===== config.mk =====
export PLATFORM = sky130hd
export DESIGN_NAME = ps2_rx
export DESIGN_NICKNAME = d
export VERILOG_FILES = /design/src/rtl/ps2_rx_pkg.sv /design/src/rtl/ps2_rx_fifo.sv /design/src/rtl/ps2_rx.sv
export SDC_FILE = /design/constraint.sdc
export NUM_CORES = 1
export LEC_CHECK = 0
export ABC_AREA = 1
export BUFFER_PORTS_ARGS = -buffer_cell sky130_fd_sc_hd__buf_4
export CAP_MARGIN = 10
export CELL_PAD_IN_SITES_DETAIL_PLACEMENT = 0
export CELL_PAD_IN_SITES_GLOBAL_PLACEMENT = 2
export CORE_MARGIN = 4
export CORE_UTILIZATION = 43
export CTS_CLUSTER_DIAMETER = 40
export DETAILED_ROUTE_END_ITERATION = 8
export PLACE_DENSITY_LB_ADDON = 0.1
export SLEW_MARGIN = 20
export SYNTH_ARGS = -nofsm -noshare
export SYNTH_HDL_FRONTEND = slang
export SYNTH_SLANG_ARGS = --single-unit

===== constraint.sdc =====
create_clock -name i_clk -period 3.4 [get_ports i_clk]
set_clock_uncertainty 0.1 [all_clocks]
set_input_delay 0.34 -clock i_clk [delete_from_list [all_inputs] [get_ports i_clk]]
set_output_delay 0.34 -clock i_clk [all_outputs]
set_load 0.01 [all_outputs]

===== src/rtl/ps2_rx_pkg.sv =====
// Shared types and frame constants for the PS/2 device-to-host receiver.
package ps2_rx_pkg;

  typedef enum logic [1:0] {
    ST_IDLE,
    ST_DATA,
    ST_PARITY,
    ST_STOP
  } ps2_state_t;

  localparam int unsigned PS2_FRAME_BITS = 11;
  localparam int unsigned PS2_DATA_BITS  = 8;
  localparam logic [7:0]  PS2_BREAK_CODE = 8'hF0;
  localparam logic [7:0]  PS2_EXT_CODE   = 8'hE0;

endpackage


===== src/rtl/ps2_rx_fifo.sv =====
// First-word-fall-through byte FIFO; a push into a full FIFO is only dropped
// (with a one-cycle overflow pulse) when no pop happens in the same cycle.
module ps2_rx_fifo #(
  parameter int unsigned DEPTH = 4,
  parameter int unsigned WIDTH = 8
) (
  input  logic             i_clk,
  input  logic             i_rst,
  input  logic             i_push,
  input  logic [WIDTH-1:0] i_data,
  input  logic             i_pop,
  output logic [WIDTH-1:0] o_data,
  output logic             o_empty,
  output logic             o_overflow
);

  localparam int unsigned AW = $clog2(DEPTH);

  logic [WIDTH-1:0] r_mem [DEPTH];
  logic [AW:0]      r_wr_ptr;
  logic [AW:0]      r_rd_ptr;
  logic             r_overflow;
  logic             w_full;
  logic             w_do_pop;
  logic             w_do_push;

  // Extra pointer MSB separates full (MSBs differ) from empty (equal).
  assign o_empty   = (r_wr_ptr == r_rd_ptr);
  assign w_full    = (r_wr_ptr[AW] != r_rd_ptr[AW]) &&
                     (r_wr_ptr[AW-1:0] == r_rd_ptr[AW-1:0]);
  assign w_do_pop  = i_pop && !o_empty;
  assign w_do_push = i_push && (!w_full || w_do_pop);

  assign o_data     = o_empty ? '0 : r_mem[r_rd_ptr[AW-1:0]];
  assign o_overflow = r_overflow;

  always_ff @(posedge i_clk) begin
    if (w_do_push) begin
      r_mem[r_wr_ptr[AW-1:0]] <= i_data;
    end
  end

  always_ff @(posedge i_clk or posedge i_rst) begin
    if (i_rst) begin
      r_wr_ptr   <= '0;
      r_rd_ptr   <= '0;
      r_overflow <= 1'b0;
    end else begin
      r_overflow <= i_push && !w_do_push;
      if (w_do_push) begin
        r_wr_ptr <= r_wr_ptr + 1'b1;
      end
      if (w_do_pop) begin
        r_rd_ptr <= r_rd_ptr + 1'b1;
      end
    end
  end

endmodule


===== src/rtl/ps2_rx.sv =====
// PS/2 device-to-host receiver: synchronisers, frame FSM, timeout and byte FIFO.
// Optional break-code filtering is enabled by defining PS2_RX_BREAK_FILTER_EN.
module ps2_rx
  import ps2_rx_pkg::*;
#(
  parameter int unsigned SYNC_STAGES    = 2,
  parameter int unsigned FIFO_DEPTH     = 4,
  parameter int unsigned TIMEOUT_CYCLES = 4096
) (
  input  logic       i_clk,
  input  logic       i_rst,
  input  logic       i_ps2_clk,
  input  logic       i_ps2_data,
  output logic [7:0] o_data,
  output logic       o_valid,
  input  logic       i_ready,
  output logic       o_parity_err,
  output logic       o_frame_err,
  output logic       o_overflow,
  output logic       o_busy
);

  localparam int unsigned TW = $clog2(TIMEOUT_CYCLES);

  logic [SYNC_STAGES-1:0]   r_clk_sync;
  logic [SYNC_STAGES-1:0]   r_data_sync;
  logic                     r_clk_prev;
  ps2_state_t               r_state;
  logic [2:0]               r_bit_cnt;
  logic [PS2_DATA_BITS-1:0] r_shift;
  logic                     r_parity;
  logic [TW-1:0]            r_timer;
  logic                     r_parity_err;
  logic                     r_frame_err;
`ifdef PS2_RX_BREAK_FILTER_EN
  logic                     r_break_pending;
`endif

  logic w_clk_s;
  logic w_data_s;
  logic w_edge;
  logic w_timeout;
  logic w_parity_ok;
  logic w_push;
  logic w_empty;

  assign w_clk_s     = r_clk_sync[SYNC_STAGES-1];
  assign w_data_s    = r_data_sync[SYNC_STAGES-1];
  assign w_edge      = r_clk_prev && !w_clk_s;
  assign w_timeout   = (r_state != ST_IDLE) && (r_timer == TW'(TIMEOUT_CYCLES - 1));
  assign w_parity_ok = ^{r_shift, r_parity};

  always_ff @(posedge i_clk or posedge i_rst) begin
    if (i_rst) begin
      r_clk_sync  <= '1;
      r_data_sync <= '1;
      r_clk_prev  <= 1'b1;
    end else begin
      r_clk_sync  <= {r_clk_sync[SYNC_STAGES-2:0], i_ps2_clk};
      r_data_sync <= {r_data_sync[SYNC_STAGES-2:0], i_ps2_data};
      r_clk_prev  <= w_clk_s;
    end
  end

  // Push is decided combinationally in the stop-bit edge cycle so the byte
  // lands in the FIFO at the end of that cycle.
  always_comb begin
    w_push = w_edge && (r_state == ST_STOP) && w_data_s && w_parity_ok;
`ifdef PS2_RX_BREAK_FILTER_EN
    w_push = w_push && !r_break_pending && (r_shift != PS2_BREAK_CODE);
`endif
  end

  always_ff @(posedge i_clk or posedge i_rst) begin
    if (i_rst) begin
      r_state         <= ST_IDLE;
      r_bit_cnt       <= '0;
      r_shift         <= '0;
      r_parity        <= 1'b0;
      r_timer         <= '0;
      r_parity_err    <= 1'b0;
      r_frame_err     <= 1'b0;
`ifdef PS2_RX_BREAK_FILTER_EN
      r_break_pending <= 1'b0;
`endif
    end else begin
      r_parity_err <= 1'b0;
      r_frame_err  <= 1'b0;

      if (r_state == ST_IDLE || w_edge) begin
        r_timer <= '0;
      end else begin
        r_timer <= r_timer + 1'b1;
      end

      if (w_edge) begin
        case (r_state)
          ST_IDLE: begin
            if (!w_data_s) begin
              r_state   <= ST_DATA;
              r_bit_cnt <= '0;
              r_shift   <= '0;
            end
          end
          ST_DATA: begin
            r_shift   <= {w_data_s, r_shift[PS2_DATA_BITS-1:1]};
            r_bit_cnt <= r_bit_cnt + 1'b1;
            if (r_bit_cnt == 3'(PS2_DATA_BITS - 1)) begin
              r_state <= ST_PARITY;
            end
          end
          ST_PARITY: begin
            r_parity <= w_data_s;
            r_state  <= ST_STOP;
          end
          ST_STOP: begin
            r_state <= ST_IDLE;
            if (!w_data_s) begin
              r_frame_err <= 1'b1;
            end else if (!w_parity_ok) begin
              r_parity_err <= 1'b1;
            end
`ifdef PS2_RX_BREAK_FILTER_EN
            if (!w_data_s || !w_parity_ok || r_break_pending) begin
              r_break_pending <= 1'b0;
            end else if (r_shift == PS2_BREAK_CODE) begin
              r_break_pending <= 1'b1;
            end
`endif
          end
          default: r_state <= ST_IDLE;
        endcase
      end else if (w_timeout) begin
        r_state     <= ST_IDLE;
        r_frame_err <= 1'b1;
`ifdef PS2_RX_BREAK_FILTER_EN
        r_break_pending <= 1'b0;
`endif
      end
    end
  end

  ps2_rx_fifo #(
    .DEPTH (FIFO_DEPTH),
    .WIDTH (PS2_DATA_BITS)
  ) u_fifo (
    .i_clk      (i_clk),
    .i_rst      (i_rst),
    .i_push     (w_push),
    .i_data     (r_shift),
    .i_pop      (i_ready),
    .o_data     (o_data),
    .o_empty    (w_empty),
    .o_overflow (o_overflow)
  );

  assign o_valid      = !w_empty;
  assign o_parity_err = r_parity_err;
  assign o_frame_err  = r_frame_err;
  assign o_busy       = (r_state != ST_IDLE);

endmodule


==> impl_metrics.ini <==
[floorplanning]
die_h_um = 94.8
die_w_um = 94.8
core_area_mm2 = 0.00729
start_util_pct = 44.5
dieArea_mm2 = 0.00899
ios = 18
rows = 31

[layout]
num_antenna_cells = 0
area_growth_pct = 14.4
layout.nets = 357
layout_common_cells = nand2_1 (51), nor2_1 (41), inv_1 (37), dfrtp_1 (35), edfxtp_1 (32)
final_util_pct = 50.9
mostFrequentLayoutCell = nand2_1
drive_above_1_share_pct = 16.3

[route]
drc = 0
drt_iter0_drc = 67
vias = 2203
wl_per_cell_um = 13.5
wl_um = 5960
drtAntennaViolNets = 0
post_drt_via_cell_ratio = 4.97
drt_pass1_iterations = 4

[setup_path]
slowest_delay_ps = 590
crit_top_cell = nand2_1
cp_top_family = flip-flops
crit_fanout = 19
cp_cell_sequence = inv_4, nand2_1, a21oi_2, nand2_1, nand2_1, inv_1, buf_4
cp-end-kind = output pin
worstPathRequired_ps = 2960
start_kind = register
path_class = reg2out
worstPathArrival_ps = 2060
cp_slowest_cell = dfrtp_1
crit_buf_inv = 3

[synth]
synth_area_leader_cell = edfxtp_1
ys_warn_count = 0
syn_area_per_cell_um2 = 10.3
synth_cell_types = 30
synth.area.top_cells = edfxtp_1 (30%), dfrtp_1 (27%), nand2_1 (5.9%)
yosysSeqAreaShare_pct = 60.7
yosys.area.top_type_share_pct = 29.6
yosys_register_bits = 72
synth_fp_nets = 332
syn_area_mm2 = 0.00324
syn_inst = 314

[place]
place_congestion = 0.749
io_buffers = 17
hpwl_um = 4260

[timing]
setup_viol = 0
tns_ps = 0
rsz0062_at_grt = false
finalCritPeriodShare_pct = 73.6
period_minus_slack_ps = 2500
maxSlewHeadroom_pct = 54.7
drv_slew = 0
fmax_ghz = 0.400
worst_pin_slew_ps = 677
hold_viol = 0

[power]
max-vdd-ir-drop_mv = 0.265
power_density_mw_per_mm2 = 648
leakage_nw = 1.64

[cts]
postCtsSetupBuffers = 0
cts_buffer_depth = 2
cts-root-buf = clkbuf_8
cts.sinks = 72
numCtsBuffers = 9
path_clk_slew_ps = 80
insertion_delay_ps = 340
cts_tree = done
htree_levels = 3

[global_routing]
grt_max_degree = 41
overflow = 0
grt_pass1_vias = 2244
grtUsageTotal_pct = 15.6
antenna_found_initial = 0
grt_pass1_wl_um = 10700

[job]
drv_cap = 0

[status]
status = completed

[hold_path]
min_path_type = in2async
-- registers in the layout, indices dropped and copies added, names as in the netlist, 3 cells and up --
name / cells
u_fifo.r_mem: 32
r_timer: 12
r_shift: 8
r_bit_cnt: 3
u_fifo.r_rd_ptr: 3
u_fifo.r_wr_ptr: 3
-- per-layer routing --
metal | vias up | global-route usage, % | wire length, um
li1 | 1108 | - | -
met1 | 1060 | 20.0 | 2700
met2 | 27 | 26.0 | 3020
met3 | 8 | 2.47 | 163
met4 | 0 | 6.97 | 78
met5 | - | 0 | 0
-- cell type report --
class,count,area (um^2)
multi-input combinational,192,1070
tap,99,124
sequential,72,1970
clock inverter,7,95.1
clock buffer,9,124
inverter,44,168
timing repair buffer,20,155
fill,704,3580
-- what timing repair did --
item / CTS / global route
resized for setup: 0 / 0
hold endpoints to repair: 2 / 0
hold buffers: 2 / 0
-- stage by stage --
stage               power, mW  std cells  setup WS [ps]  hold WS [ps]  cell area (um^2)
floorplan                1.48        314           1410           244              3240
global placement         1.70        425           1030           245              3470
detailed placement       1.70        425           1020           250              3470
CTS                      2.44        443            880          34.1              3710
global route             2.58        443            685          61.4              3710
finish                   2.40        443            897          23.4              3710
-- cell usage after synthesis (all sizes together) --
| cell | number |
|---|---|
| a21oi | 8 |
| buf | 5 |
| clkbuf | 1 |
| dfrtp | 35 |
| dfstp | 5 |
| edfxtp | 32 |
| ha | 13 |
| inv | 44 |
| nand2 | 56 |
| nand3 | 12 |
| nand4 | 5 |
| nor2 | 43 |
| nor3 | 5 |
| o211ai | 1 |
| o21a | 2 |
| o21ai | 22 |
| o22ai | 7 |
| o32ai | 10 |
| xnor2 | 3 |
| xor2 | 5 |
-- power by group --
part / switching, mW / internal, mW / total (mW)
logic: 0.363 / 0.268 / 0.630
clock network: 0.319 / 0.414 / 0.733
registers: 0.0871 / 0.954 / 1.04
-- final timing paths --
kind	from	to	slack, ps	cells past startpoint
worst min register to register	r_clk_sync[0]	r_clk_sync[1]	260	0
worst max-delay path	u_fifo.r_rd_ptr[0]	o_data[3]	900	7
max in group asynchronous	i_rst	r_clk_sync[1]	2800	3
worst min-delay path	i_rst	r_timer[5]	20	3
min in group i_clk	i_ready	u_fifo.r_rd_ptr[1]	160	3
worst max register to register	r_clk_prev	u_fifo.r_mem[0][1]	1040	6
-- tightest hold or removal path, cell delays in order --
cell and delay, ps:
buf_4 110, inv_1 40, buf_4 430
-- cells by family after synthesis --
logic type | after synthesis | synth area share, %
compound gates | 50 | 9.49
xor+xnor | 8 | 2.16
fa+ha+maj | 13 | 5.02
buf+inv | 50 | 6.14
flops | 72 | 60.7
simple gates | 121 | 16.5
Power figures use the tool's default switching activity.
